$ cat src/rtl/udm_uart_rx_fifo.sv
// udm_uart_rx_fifo: UART receiver for the UDM debug path.
// It has a runtime baud divider, optional even/odd parity, an internal
// receive FIFO drained through valid/ready, and sticky error flags.
// Optional feature macro: UDM_UART_RX_BREAK_DET_EN. When it is defined,
// an all-zero frame including the stop bit is reported as a break pulse
// instead of a framing error.
module udm_uart_rx_fifo #(
  parameter int DATA_W     = 8,
  parameter int FIFO_DEPTH = 4,
  parameter int DIV_W      = 32
) (
  input  logic                            clk_i,
  input  logic                            arst_ni,
  input  logic                            rx_i,
  input  logic [DIV_W-1:0]                div_i,
  input  logic [1:0]                      parity_mode_i,
  output logic [DATA_W-1:0]               data_o,
  output logic                            valid_o,
  input  logic                            ready_i,
  output logic [$clog2(FIFO_DEPTH+1)-1:0] level_o,
  output logic                            busy_o,
  output logic                            frame_err_o,
  output logic                            parity_err_o,
  output logic                            overrun_err_o,
  input  logic                            clr_err_i,
  output logic                            break_o
);

  localparam int LVL_W = $clog2(FIFO_DEPTH+1);
  localparam int PTR_W = $clog2(FIFO_DEPTH);
  localparam int IDX_W = $clog2(DATA_W);
  localparam logic [IDX_W-1:0] LAST_IDX = IDX_W'(DATA_W-1);
  localparam logic [LVL_W-1:0] FULL_LVL = LVL_W'(FIFO_DEPTH);

  typedef enum logic [2:0] {
    S_IDLE,
    S_START,
    S_DATA,
    S_PARITY,
    S_STOP
  } state_t;

  logic                sync_q;
  logic                rxs;
  logic                rxs_prev;

  state_t              state;
  state_t              state_n;
  logic [DIV_W-1:0]    cnt;
  logic [DIV_W-1:0]    cnt_n;
  logic [DIV_W-1:0]    div_q;
  logic [DIV_W-1:0]    div_n;
  logic [DIV_W-1:0]    div_eff;
  logic [1:0]          pmode_q;
  logic [1:0]          pmode_n;
  logic [IDX_W-1:0]    idx;
  logic [IDX_W-1:0]    idx_n;
  logic [DATA_W-1:0]   shreg;
  logic [DATA_W-1:0]   shreg_n;
  logic                par_err_q;
  logic                par_err_n;
  logic                par_en;
  logic                par_odd;

  logic                push;
  logic                set_frame;
  logic                set_parity;
  logic                set_overrun;

  logic [DATA_W-1:0]   mem [FIFO_DEPTH];
  logic [PTR_W-1:0]    wr_ptr;
  logic [PTR_W-1:0]    rd_ptr;
  logic [LVL_W-1:0]    count;
  logic                full;
  logic                pop;
  logic                push_ok;

`ifdef UDM_UART_RX_BREAK_DET_EN
  logic                brk_wait_q;
  logic                brk_wait_n;
  logic                par_bit_q;
  logic                par_bit_n;
  logic                set_break;
  logic                break_q;
`endif

  // Divider values below 2 would make the half-bit and per-bit counts degenerate.
  assign div_eff = (div_i < DIV_W'(2)) ? DIV_W'(2) : div_i;

  // Mode 11 behaves like "no parity".
  assign par_en  = (pmode_q == 2'b01) || (pmode_q == 2'b10);
  assign par_odd = (pmode_q == 2'b10);

  // Two-flop synchroniser for the asynchronous line, plus the previous value for edge detect.
  always_ff @(posedge clk_i or negedge arst_ni) begin
    if (!arst_ni) begin
      sync_q   <= 1'b1;
      rxs      <= 1'b1;
      rxs_prev <= 1'b1;
    end else begin
      sync_q   <= rx_i;
      rxs      <= sync_q;
      rxs_prev <= rxs;
    end
  end

  // Receiver state and frame datapath registers.
  always_ff @(posedge clk_i or negedge arst_ni) begin
    if (!arst_ni) begin
      state     <= S_IDLE;
      cnt       <= '0;
      div_q     <= '0;
      pmode_q   <= 2'b00;
      idx       <= '0;
      shreg     <= '0;
      par_err_q <= 1'b0;
    end else begin
      state     <= state_n;
      cnt       <= cnt_n;
      div_q     <= div_n;
      pmode_q   <= pmode_n;
      idx       <= idx_n;
      shreg     <= shreg_n;
      par_err_q <= par_err_n;
    end
  end

`ifdef UDM_UART_RX_BREAK_DET_EN
  // Break bookkeeping: the sampled parity bit, the wait-for-idle flag and the one-cycle pulse.
  always_ff @(posedge clk_i or negedge arst_ni) begin
    if (!arst_ni) begin
      brk_wait_q <= 1'b0;
      par_bit_q  <= 1'b0;
      break_q    <= 1'b0;
    end else begin
      brk_wait_q <= brk_wait_n;
      par_bit_q  <= par_bit_n;
      break_q    <= set_break;
    end
  end

  assign break_o = break_q;
`else
  assign break_o = 1'b0;
`endif

  // Next-state logic: bit timing, sampling, parity check and the stop-bit verdict.
  always_comb begin
    state_n    = state;
    cnt_n      = cnt;
    div_n      = div_q;
    pmode_n    = pmode_q;
    idx_n      = idx;
    shreg_n    = shreg;
    par_err_n  = par_err_q;
    push       = 1'b0;
    set_frame  = 1'b0;
    set_parity = 1'b0;
`ifdef UDM_UART_RX_BREAK_DET_EN
    brk_wait_n = brk_wait_q;
    par_bit_n  = par_bit_q;
    set_break  = 1'b0;
`endif
    case (state)
      S_IDLE: begin
        if (rxs_prev && !rxs) begin
          state_n = S_START;
          cnt_n   = div_eff >> 1;
          div_n   = div_eff;
          pmode_n = parity_mode_i;
        end
      end
      S_START: begin
        if (cnt == '0) begin
          if (rxs) begin
            state_n = S_IDLE;
          end else begin
            state_n   = S_DATA;
            cnt_n     = div_q - DIV_W'(1);
            idx_n     = '0;
            par_err_n = 1'b0;
          end
        end else begin
          cnt_n = cnt - DIV_W'(1);
        end
      end
      S_DATA: begin
        if (cnt == '0) begin
          shreg_n = {rxs, shreg[DATA_W-1:1]};
          cnt_n   = div_q - DIV_W'(1);
          if (idx == LAST_IDX) begin
            state_n = par_en ? S_PARITY : S_STOP;
          end else begin
            idx_n = idx + IDX_W'(1);
          end
        end else begin
          cnt_n = cnt - DIV_W'(1);
        end
      end
      S_PARITY: begin
        if (cnt == '0) begin
          par_err_n = ((^shreg) ^ rxs) != par_odd;
`ifdef UDM_UART_RX_BREAK_DET_EN
          par_bit_n = rxs;
`endif
          cnt_n     = div_q - DIV_W'(1);
          state_n   = S_STOP;
        end else begin
          cnt_n = cnt - DIV_W'(1);
        end
      end
      S_STOP: begin
`ifdef UDM_UART_RX_BREAK_DET_EN
        if (brk_wait_q) begin
          if (rxs) begin
            state_n    = S_IDLE;
            brk_wait_n = 1'b0;
          end
        end else
`endif
        if (cnt == '0) begin
          state_n = S_IDLE;
          if (!rxs) begin
`ifdef UDM_UART_RX_BREAK_DET_EN
            if ((shreg == '0) && (!par_en || !par_bit_q)) begin
              set_break  = 1'b1;
              brk_wait_n = 1'b1;
              state_n    = S_STOP;
            end else begin
              set_frame = 1'b1;
            end
`else
            set_frame = 1'b1;
`endif
          end else if (par_err_q) begin
            set_parity = 1'b1;
          end else begin
            push = 1'b1;
          end
        end else begin
          cnt_n = cnt - DIV_W'(1);
        end
      end
      default: state_n = S_IDLE;
    endcase
  end

  assign busy_o = (state != S_IDLE);

  // A full FIFO still accepts a word when the head is popped in the same cycle.
  assign full        = (count == FULL_LVL);
  assign pop         = valid_o && ready_i;
  assign push_ok     = push && (!full || pop);
  assign set_overrun = push && full && !pop;

  assign valid_o = (count != '0);
  assign level_o = count;
  assign data_o  = mem[rd_ptr];

  // Receive FIFO storage, wrapping pointers and exact occupancy count.
  always_ff @(posedge clk_i or negedge arst_ni) begin
    if (!arst_ni) begin
      for (int i = 0; i < FIFO_DEPTH; i++) begin
        mem[i] <= '0;
      end
      wr_ptr <= '0;
      rd_ptr <= '0;
      count  <= '0;
    end else begin
      if (push_ok) begin
        mem[wr_ptr] <= shreg;
        wr_ptr      <= wr_ptr + PTR_W'(1);
      end
      if (pop) begin
        rd_ptr <= rd_ptr + PTR_W'(1);
      end
      case ({push_ok, pop})
        2'b10:   count <= count + LVL_W'(1);
        2'b01:   count <= count - LVL_W'(1);
        default: count <= count;
      endcase
    end
  end

  // Sticky error flags; a new error in the same cycle as a clear keeps the flag set.
  always_ff @(posedge clk_i or negedge arst_ni) begin
    if (!arst_ni) begin
      frame_err_o   <= 1'b0;
      parity_err_o  <= 1'b0;
      overrun_err_o <= 1'b0;
    end else begin
      if (set_frame) begin
        frame_err_o <= 1'b1;
      end else if (clr_err_i) begin
        frame_err_o <= 1'b0;
      end
      if (set_parity) begin
        parity_err_o <= 1'b1;
      end else if (clr_err_i) begin
        parity_err_o <= 1'b0;
      end
      if (set_overrun) begin
        overrun_err_o <= 1'b1;
      end else if (clr_err_i) begin
        overrun_err_o <= 1'b0;
      end
    end
  end

endmodule

$ cat config.mk
export PLATFORM = sky130hd
export DESIGN_NAME = udm_uart_rx_fifo
export DESIGN_NICKNAME = d
export VERILOG_FILES = /design/src/rtl/udm_uart_rx_fifo.sv
export SDC_FILE = /design/constraint.sdc
export NUM_CORES = 1
export LEC_CHECK = 0
export BUFFER_PORTS_ARGS = -buffer_cell sky130_fd_sc_hd__buf_4
export CAP_MARGIN = 20
export CORE_UTILIZATION = 57
export CTS_BUF_LIST = sky130_fd_sc_hd__clkbuf_2
export CTS_CLUSTER_SIZE = 28
export DETAILED_ROUTE_END_ITERATION = 8
export GPL_TIMING_DRIVEN = 0
export MAX_ROUTING_LAYER = met4
export PLACE_DENSITY = 0.84
export SLEW_MARGIN = 20
export SYNTH_ARGS = -nofsm -noshare
export SYNTH_HDL_FRONTEND = slang
export SYNTH_SLANG_ARGS = --single-unit
export TNS_END_PERCENT = 1
$ cat constraint.sdc
create_clock -name clk_i -period 3.2 [get_ports clk_i]
set_input_delay 0.32 -clock clk_i [delete_from_list [all_inputs] [get_ports clk_i]]
set_output_delay 0.32 -clock clk_i [all_outputs]
set_load 0.1 [all_outputs]
==> metrics.md, run 1 <==
| Metric | Value |
|---|---|
| Core box area | 12670 um^2 |
| IO buf count | 54 |
| Setup ws final | -0.002322 ns |
| Least-Margin Pin Slew | 0.8893 ns |
| Vias/cell | 6.389 |
| IO Count | 56 |
| Cell area after synthesis | 7426 um^2 |
| Placed inst area | 8127 um^2 |
| Failing checks | setup timing |
| Final Non-Filler Cells | 1105 |
| Rel. slew slack | 40.52% |
| Number of synthesized flops with an enable pin | 0 |
| Filler cells | 959 |
| Yosys reg bits | 126 |
| Leading area contributor after synthesis | dfrtp_1 |
| Ant. Diodes | 0 |
| Placed insts | 1030 |
| Endpoints failing hold | 0 |
| Vias | 7060 |
| Drt pass-1 iters | 5 |
| Congestion Overflow GR | 0 |
| P&R area growth vs syn | 20.61% |
| Syn nets | 852 |
| Drt first-iter violations | 1027 |
| Final Slew Violations | 0 |
| Post-synth top area share | 41.45% |
| Dominant cells by area after synthesis | dfrtp_1, nand2_1, mux2_2, o21ai_0, xnor2_1 |
| Crit. Startpoint | cnt[1]$_DFFE_PN0P_ |
| Hold crit path type | input port to flip-flop |
| Critical path peak fanout | 10 |
| Clk sinks | 126 |
| Status | finished, violations left |
| CTS max path bufs | 2 |
| Maximum VDD drop | 0.5918 mV |
| Post-Syn Instances | 802 |
| Initial antenna violation count | 0 |
| Die width | 116.1 um |
| Final hold slack | 0.2091 ns |
| Htree depth | 4 |
| Routed Antenna Nets | 0 |
| Sequential-to-total area share from yosys stat | 42.51% |
| Gr usage total | 38.04% |
| Largest net degree at the start of global routing | 44 |
| Final Power | 6.224 mW |
| R2r startpoint | cnt[1]$_DFFE_PN0P_ |
| CP Capture Type | flip-flop |
| Most frequent cells in the layout | nand2_1, dfrtp_1, buf_4, o21ai_0, nor2_1 |
| DRC viols | 0 |
| Clock Pin Slew Worst Setup and Hold Paths | 0.24 ns |
| CP Launch Type | flip-flop |
| Syn Area/Cell | 9.259 um^2 |
| Req. time, crit path | 3.94 ns |
| Fmax | 312.3 MHz |
| CTS tree | done |
| Share of layout cells above drive strength 1 | 19.40% |
| Ys flop type | dfrtp_1 |
| RSZ-0062 raised after global routing | yes |
| Minimum clock period | 3.202 ns |
| Ys Warns | 0 |
| Nets@finish | 971 |
| Commonest non-fill, non-tap cell in the layout | nand2_1 |
| Hpwl dp | 15910 um |
| Hold Startpoint | rx_i |
| Critical path class | flip-flop to flip-flop |
| First-pass GRT wire length | 36600 um |
| Cts bufs inserted | 17 |
| CP Data Arrival Time | 3.95 ns |
| Design area | 8956 um^2 |
| Routability congestion estimate | 0.9874 |
| Power density cells | 694.9 nW/um^2 |
| Endpoints failing setup | 1 |
| Max Cap Viol | 0 |
| Die area | 13490 um^2 |
| Fin crit share | 100.1% |
| Drt wl/cell | 20.81 um |
| Initial core utilization | 58.61% |
| Leak | 3.936 nW |
| Num rows | 41 |
| Die Y-Extent | 116.1 um |
| Clk_lat worst skew | 0.78 ns |
| Vias in the first global route | 6698 |
| Clock root buffer | clkbuf_2 |
| Wirelength, routed | 23000 um |
| Yosys cell types | 74 |
| Utilization after layout | 70.68% |
| Asr flop ratio synth | 100.0% |
| Clock skew | 0.04333 ns |
## state kept, by name, summed over array words and instances (netlist names)
register       count
cnt               32
div_q             32
mem               32
shreg              8
idx                3
level_o            3
state              3
pmode_q            2
rd_ptr             2
wr_ptr             2
frame_err_o        1
overrun_err_o      1
par_err_q          1
parity_err_o       1
rxs                1
rxs_prev           1
sync_q             1
## per-stage QoR
step	TNS, ns	worst slack (ns)
2_1_floorplan	0	0.01970
3_3_place_gp	-7.561	-0.3706
3_5_place_dp	-5.286	-0.3607
4_1_cts	-2.058	-0.1409
5_1_grt	-0.6140	-0.08099
6_report	-0.002322	-0.002322
## worst max-delay path, stage by stage, from the launching register on
cell and delay, ns:
dfrtp_1 0.46, inv_2 0.08, ha_4 0.13, or4b_4 0.46, buf_8 0.15, or4_4 0.58, clkbuf_1 0.28, nor4_1 0.42
o21ai_0 0.28, a32oi_1 0.22, a221o_1 0.13
## power by group
group	internal (mW)	leakage (nW)	switching (mW)
combinational	0.952	2.14	1.48
clock	0.530	0.168	0.686
sequential	2.02	1.63	0.554
## kinds of logic (layout without fill, tap and decap cells)
logic type / count (synthesis) / after routing / share of synthesized area, %
and+or+nand+nor: 340 / 340 / 23.18
buffers and inverters: 68 / 199 / 3.791
DFF: 126 / 126 / 42.51
AOI/OAI and AO/OA: 159 / 159 / 14.20
other: 1 / 1 / 0.05050
adders and majority gates: 11 / 11 / 1.955
muxes: 50 / 50 / 8.762
xor gates and xnor gates: 47 / 47 / 5.543
## final cells by class
class                      count  area (um^2)  share of cell area [%]
timing repair buffer         102        907.1                   10.13
sequential                   126         3158                   35.26
clock buffer                  17        85.08                  0.9500
tap                          172        215.2                   2.403
clock inverter                14        205.2                   2.291
inverter                      20        75.07                  0.8382
multi-input combinational    608         4099                   45.77
buffer                        46        211.5                   2.361
## metal layers
metal	vias to the layer above	GRT usage, %	wire length [um]
met5	-	-	0
met4	0	18.38	970
met3	89	9.081	2296
met2	460	58.21	10910
met1	3353	47.59	8821
li1	3158	-	-
## cell usage after synthesis, drive strengths merged, types with 8 or more instances
cell type,n
a21oi,25
a22o,8
a31oi,9
buf,8
clkbuf,40
dfrtp,123
ha,10
inv,19
mux2,40
mux4,8
nand2,142
nand2b,8
nand3,24
nand4,10
nor2,47
nor3,23
nor4,32
o211ai,9
o21ai,50
o31ai,10
or3,13
or4,13
xnor2,25
xor2,22
## worst paths after layout
kind,to,slack (ns),cells after the start
setup / recovery,cnt[26]$_DFFE_PN0P_,-0.002,10
hold / removal,sync_q$_DFF_PN1_,0.21,2
setup reg to reg,cnt[26]$_DFFE_PN0P_,-0.002,10
hold reg to reg,rxs$_DFF_PN1_,0.38,0
max in group asynchronous,shreg[6]$_DFFE_PN0P_,1.15,4
min in group asynchronous,div_q[12]$_DFFE_PN0P_,0.48,3
## what timing repair did
action                                  CTS  global route
endpoints found under the setup margin   32            45
resized for setup                        10            28
cloned                                    0             1
hold endpoints to repair                191             0
hold buffers                             40             0
buffers inserted                          3             2
pin swaps                                 2            14
Note: power is estimated with default switching activity, not from simulation.
==> inputs of run 2 (changes only) <==
--- a/config.mk
+++ b/config.mk
@@ -7,13 +7,13 @@
 export LEC_CHECK = 0
 export BUFFER_PORTS_ARGS = -buffer_cell sky130_fd_sc_hd__buf_4
 export CAP_MARGIN = 20
-export CORE_UTILIZATION = 57
+export CORE_UTILIZATION = 40
 export CTS_BUF_LIST = sky130_fd_sc_hd__clkbuf_2
 export CTS_CLUSTER_SIZE = 28
 export DETAILED_ROUTE_END_ITERATION = 8
 export GPL_TIMING_DRIVEN = 0
 export MAX_ROUTING_LAYER = met4
-export PLACE_DENSITY = 0.84
+export PLACE_DENSITY = 0.69
 export SLEW_MARGIN = 20
 export SYNTH_ARGS = -nofsm -noshare
 export SYNTH_HDL_FRONTEND = slang
==> run 2 against run 1 <==
  * The run ends with DRC, setup timing left
  * First-iteration DRC count is 34% lower
  * Via count fell by 1.6%
  * Combinational power is essentially flat
  * Worst hold slack worse by 0.092 ns
  * Global-route usage decreased by 13 points
==> metrics.md, run 2 (synthesized netlist as in run 1, its figures left out) <==
| Metric | Value |
|---|---|
| Largest net degree at the start of global routing | 72 (+64%) |
| Final hold slack | 0.1169 ns (-0.09221 ns) |
| Clk sinks | 126 (unchanged) |
| CTS max path bufs | 2 (unchanged) |
| CTS tree | done |
| Drt wl/cell | 19.39 um (-6.9%) |
| DRC viols | 4 (+4) |
| Max Cap Viol | 0 (unchanged) |
| Num rows | 49 (+20%) |
| Worst reg2reg endpoint | cnt[15]$_DFFE_PN0P_ |
| Endpoints failing setup | 8 (+7) |
| Cts bufs inserted | 17 (unchanged) |
| Die area | 19110 um^2 (+42%) |
| Htree depth | 4 (unchanged) |
| Least-Margin Pin Slew | 0.8164 ns (-0.07294 ns) |
| P&R area growth vs syn | 21.87% |
| IO Count | 56 (unchanged) |
| Most frequent cells in the layout | nand2_1, dfrtp_1, buf_4, nor2_1, o21ai_0 |
| Die Y-Extent | 138.3 um (+19%) |
| Met3 Wirelength | 2409 um (+4.9%) |
| IO buf count | 54 (unchanged) |
| Vias | 6949 (-1.6%) |
| Crit path cell chain | inv_2, ha_4, or4b_4, buf_8, or4_4, buf_6, buf_4, nor3_2, a31oi_1, o21ai_0, a31oi_1 |
| CP peak stage delay | 0.64 ns (+0.06 ns) |
| Gr usage total | 25.07% (-13 points) |
| Final Power | 6.059 mW (-2.7%) |
| Hold crit path type | input port to async pin |
| Req. time, crit path | 3.78 ns (-0.16 ns) |
| Nets@finish | 975 (+0.41%) |
| Critical path class | flip-flop to flip-flop |
| CP delay by family, top | simple AND/OR/NAND/NOR gates |
| Pre-CTS setup slack | -0.4580 ns (-0.09729 ns) |
| CP Data Arrival Time | 3.82 ns (-0.13 ns) |
| First-pass GRT wire length | 35890 um (-1.9%) |
| Clock Pin Slew Worst Setup and Hold Paths | 0.24 ns (about the same) |
| Drt first-iter violations | 682 (-34%) |
| Final Non-Filler Cells | 1168 (+5.7%) |
| Largest regs | cnt x32, div_q x32, mem x32 |
| Share of layout cells above drive strength 1 | 19.94% (+0.54 points) |
| Wirelength, routed | 22640 um (-1.5%) |
| Fmax | 308.8 MHz (-1.1%) |
| Commonest non-fill, non-tap cell in the layout | nand2_1 |
| Failing checks | DRC, setup timing |
| Stages on the worst setup path | 11 (+1) |
| Setup TNS | -0.2014 ns (-0.1990 ns) |
| R2r startpoint | cnt[1]$_DFFE_PN0P_ |
| Initial antenna violation count | 1 (+1) |
| Congestion Overflow GR | 0 (unchanged) |
| Die width | 138.3 um (+19%) |
| Minimum clock period | 3.238 ns (+0.03559 ns) |
| Met2 WL post-DR | 9804 um (-10%) |
| Drt pass-1 iters | 8 (+3) |
| Routed Antenna Nets | 0 (unchanged) |
| Clock root buffer | clkbuf_2 |
| Fin crit share | 101.2% (+1.1 points) |
| CP max-delay cell | nor3_2 |
| Clock skew | 0.04320 ns (-0.0001326 ns) |
| CP dominant cell by count | a31oi_1 |
| Reg2Reg Setup Slack | -0.04 ns (-0.04 ns) |
| CP Launch Type | flip-flop |
| Routability congestion estimate | 0.9368 (-5.1%) |
| WP buf/inv | 4 (+1) |
| Status | finished, violations left |
| Initial core utilization | 41.06% (-18 points) |
| Critical path peak fanout | 7 (-3) |
| Core box area | 18090 um^2 (+43%) |
| RSZ-0062 raised after global routing | yes |
| Endpoints failing hold | 0 (unchanged) |
| Placed insts | 1086 (+5.4%) |
| Leak | 3.940 nW (about the same) |
| Rel. slew slack | 45.12% (+4.6 points) |
| Setup ws final | -0.03792 ns (-0.03559 ns) |
| Maximum VDD drop | 0.3365 mV (-43%) |
| Worst R2R Path Depth | 11 (+1) |
| Crit. Startpoint | cnt[1]$_DFFE_PN0P_ |
| Critical path endpoint | cnt[15]$_DFFE_PN0P_ |
| Clk_lat worst skew | 0.73 ns (-0.05 ns) |
| Post-Route M1 WL | 9595 um (+8.8%) |
| Power density cells | 669.5 nW/um^2 (-3.7%) |
| Vias in the first global route | 6537 (-2.4%) |
| Vias/cell | 5.949 (-6.9%) |
| Final Slew Violations | 0 (unchanged) |
| Top sig layer | met4 |
| Hpwl dp | 16070 um (+1.0%) |
| CP Capture Type | flip-flop |
==> run 2: through the flow <==
stage                     instance area (um^2)  utilization [%]
after floorplan                           7440                -
after global placement                    8132            44.96
after detailed placement                  8189            45.28
after CTS                                 8904            49.23
after global routing                      9050            50.04
final                                     9050            50.04
==> run 2: layout make-up <==
type | instances | area (um^2)
sequential | 126 | 3157
multi-input combinational | 608 | 4121
antenna | 1 | 2.502
clock inverter | 14 | 160.2
inverter | 20 | 75.07
fill | 1704 | 9036
timing repair buffer | 104 | 917.1
tap | 229 | 286.5
buffer | 48 | 240.2
clock buffer | 18 | 90.09
==> run 2: worst min-delay path by stage <==
stage	cells after the start	endpoint	from
after global placement	0	rxs$_DFF_PN1_	sync_q$_DFF_PN1_
after floorplan	0	cnt[0]$_DFFE_PN0P_	arst_ni
final	2	mem[11]$_DFFE_PN0P_	arst_ni
after detailed placement	1	mem[13]$_DFFE_PN0P_	arst_ni
after global routing	2	mem[25]$_DFFE_PN0P_	arst_ni
after CTS	2	mem[11]$_DFFE_PN0P_	arst_ni
==> run 2: power by group <==
part / switching [mW] / internal [mW]
logic: 1.46 / 0.961
registers: 0.562 / 2.02
clock network: 0.677 / 0.378
==> run 2: what timing repair did <==
action                                 4_1_cts  5_1_grt
gates cloned                                 0        1
endpoints found under the hold margin      173        0
setup endpoints to repair                   33       43
hold buffers                                39        0
resized for setup                           11       39
setup buffers                                4        5
pin swaps                                    3       10
==> run 2: metal layers <==
layer / up-vias / GRT usage [%]
met5: - / -
met4: 0 / 11.53
met3: 79 / 6.651
met2: 376 / 35.74
met1: 3310 / 33.22
li1: 3184 / -
==> inputs of run 3 (changes only) <==
--- a/config.mk
+++ b/config.mk
@@ -7,6 +7,7 @@
 export LEC_CHECK = 0
 export BUFFER_PORTS_ARGS = -buffer_cell sky130_fd_sc_hd__buf_4
 export CAP_MARGIN = 20
+export CORE_ASPECT_RATIO = 0.5
 export CORE_UTILIZATION = 40
 export CTS_BUF_LIST = sky130_fd_sc_hd__clkbuf_2
 export CTS_CLUSTER_SIZE = 28
==> run 3 against run 2 <==
  * The flow finishes with violations (setup timing)
  * Via count is 0.81% lower
  * Non-clock buffer count is 6 lower
  * Final cell count is 0.17% lower
  * Combinational power hardly changed
  * Worst hold slack worse by 0.074 ns
  * Sequential share of layout area is 0.45 points higher
  * Register-to-register slack worse by 0.07 ns
==> metrics.md, run 3 (synthesized netlist as in run 1, its figures left out) <==
| Metric | Value |
|---|---|
| Clk pwr share | 16.5% (-0.9 points) |
| Crit path cell chain | inv_1, ha_2, or4b_4, or4_4, buf_6, or3_4, buf_6, a21oi_4, buf_6, o21ai_0, a22o_1 |
| Share of layout cells above drive strength 1 | 18.56% (-1.4 points) |
| DRC viols | 0 (-4) |
| Utilization after layout | 50.25% (+0.21 points) |
| P&R area growth vs syn | 20.32% |
| Net load switching power | 2.662 mW (-1.3%) |
| Minimum clock period | 3.304 ns (+0.06589 ns) |
| Pint | 3.301 mW (-1.8%) |
| Die Y-Extent | 98.35 um (-29%) |
| Fin crit share | 103.2% (+2.1 points) |
| Critical path peak fanout | 10 (+3) |
| CTS tree | done |
| Failing checks | setup timing |
| RSZ-0062 raised after global routing | yes |
| Req. time, crit path | 3.82 ns (+0.04 ns) |
| Vias in the first global route | 6587 (+0.76%) |
| Placed inst area | 8195 um^2 (about the same) |
| Htree depth | 4 (unchanged) |
| Flop pwr share | 43.3% (+0.7 points) |
| Vias | 6893 (-0.81%) |
| Cts bufs inserted | 17 (unchanged) |
| Design area | 8935 um^2 (-1.3%) |
| Largest net degree at the start of global routing | 88 (+22%) |
| Endpoints failing hold | 0 (unchanged) |
| Nets@finish | 969 (-0.62%) |
| CP Launch Type | flip-flop |
| CP dominant cell by count | buf_6 |
| Clk sinks | 126 (unchanged) |
| Die area | 19150 um^2 (+0.18%) |
| Clock root buffer | clkbuf_2 |
| Drt first-iter violations | 641 (-6.0%) |
| Maximum VDD drop | 0.2346 mV (-30%) |
| Drt wl/cell | 20.05 um (+3.4%) |
| CTS max path bufs | 2 (unchanged) |
| Core box area | 17780 um^2 (-1.7%) |
| Routability congestion estimate | 0.9696 (+3.5%) |
| Wirelength, routed | 23380 um (+3.2%) |
| Gr usage total | 26.02% (+0.96 points) |
| Least-Margin Pin Slew | 0.8408 ns (+0.02446 ns) |
| Clk_lat worst skew | 0.72 ns (about the same) |
| Sw frac | 44.64% (+0.11 points) |
| Setup ws final | -0.1038 ns (-0.06589 ns) |
| Rel. slew slack | 43.64% (-1.5 points) |
| Fmax | 302.7 MHz (-2.0%) |
| Endpoints failing setup | 19 (+11) |
| First-pass GRT wire length | 37180 um (+3.6%) |
| Routed Antenna Nets | 0 (unchanged) |
| Num rows | 34 (-31%) |
| CP Capture Type | flip-flop |
| Largest regs | cnt x32, div_q x32, mem x32 |
| CP Data Arrival Time | 3.92 ns (+0.10 ns) |
| Final Slew Violations | 0 (unchanged) |
| Initial core utilization | 41.76% (+0.70 points) |
| Combinational Power Share | 40.2% (+0.3 points) |
| WP buf/inv | 4 (unchanged) |
| Initial antenna violation count | 0 (-1) |
| IO Count | 56 (unchanged) |
| Status | finished, violations left |
| Hpwl dp | 16400 um (+2.0%) |
| Power density cells | 667.3 nW/um^2 (-0.32%) |
| Most frequent cells in the layout | nand2_1, dfrtp_1, buf_4, o21ai_0, nor2_1 |
| Leak | 3.885 nW (-1.4%) |
| CP peak stage delay | 0.53 ns (-0.11 ns) |
| CP max-delay cell | or4b_4 |
| Clock skew | 0.03871 ns (-0.004482 ns) |
| Die width | 194.7 um (+41%) |
| Congestion Overflow GR | 0 (unchanged) |
| IO buf count | 54 (unchanged) |
| CP delay by family, top | simple AND/OR/NAND/NOR gates |
| Ant. Diodes | 0 (-1) |
| Clock Pin Slew Worst Setup and Hold Paths | 0.22 ns (-0.02 ns) |
| Drt pass-1 iters | 7 (-1) |
| Commonest non-fill, non-tap cell in the layout | nand2_1 |
| Max Cap Viol | 0 (unchanged) |
| Hold crit path type | input port to async pin |
| Vias/cell | 5.912 (-0.64%) |
| Critical path class | flip-flop to flip-flop |
run 3: worst paths after layout:
path / from / endpoint / slack [ns] / depth (start not counted)
min in group clk_i: rx_i / sync_q$_DFF_PN1_ / 0.28 / 2
setup reg to reg: cnt[1]$_DFFE_PN0P_ / cnt[17]$_DFFE_PN0P_ / -0.10 / 11
max in group asynchronous: arst_ni / rxs_prev$_DFF_PN1_ / 2.33 / 3
hold reg to reg: rxs$_DFF_PN1_ / rxs_prev$_DFF_PN1_ / 0.38 / 0
setup / recovery: cnt[1]$_DFFE_PN0P_ / cnt[17]$_DFFE_PN0P_ / -0.10 / 11
hold / removal: arst_ni / div_q[4]$_DFFE_PN0P_ / 0.04 / 2
run 3: power groups by stage:
stage	clock (mW)	combinational, mW	sequential [mW]
after floorplan	0	1.56	2.56
after global placement	0	2.21	2.55
after detailed placement	0	2.26	2.57
after CTS	0.993	2.33	2.54
after global routing	1.07	2.62	2.65
final	0.981	2.40	2.58
run 3: what timing repair did:
action                                 CTS  global route
gates resized for setup                  7            22
buffers inserted                         1             4
endpoints found under the hold margin  179             0
hold buffers                            39             0
pin swaps                                4             6
setup endpoints to repair               38            45
run 3: through the flow:
stage          power, mW  hold slack, ns  TNS (ns)  instances  setup slack [ns]
2_1_floorplan      4.119         0.02441         0        802           0.01970
3_3_place_gp       4.757          0.3488    -8.871       1090           -0.4959
3_5_place_dp       4.830          0.2322    -6.153       1091           -0.3273
4_1_cts            5.861        0.009072    -5.205       1163           -0.2663
5_1_grt            6.343        0.001345    -3.129       1166           -0.1947
6_report           5.962         0.04288   -0.9713       1166           -0.1038
run 3: metal layers:
metal	wire length, um	GRT usage, %	vias up
met4	480	8.059	0
met2	10170	37.41	348
met5	0	-	-
li1	-	-	3156
met1	10450	36.41	3342
met3	2276	5.630	47
run 3: final cells by class:
type                       instances  area, um^2
clock inverter                    14       126.4
tap                              234       292.8
multi-input combinational        608        4096
timing repair buffer              99       880.8
fill                            1673        8847
clock buffer                      18       90.09
buffer                            47       216.5
sequential                       126        3157
inverter                          20       75.07
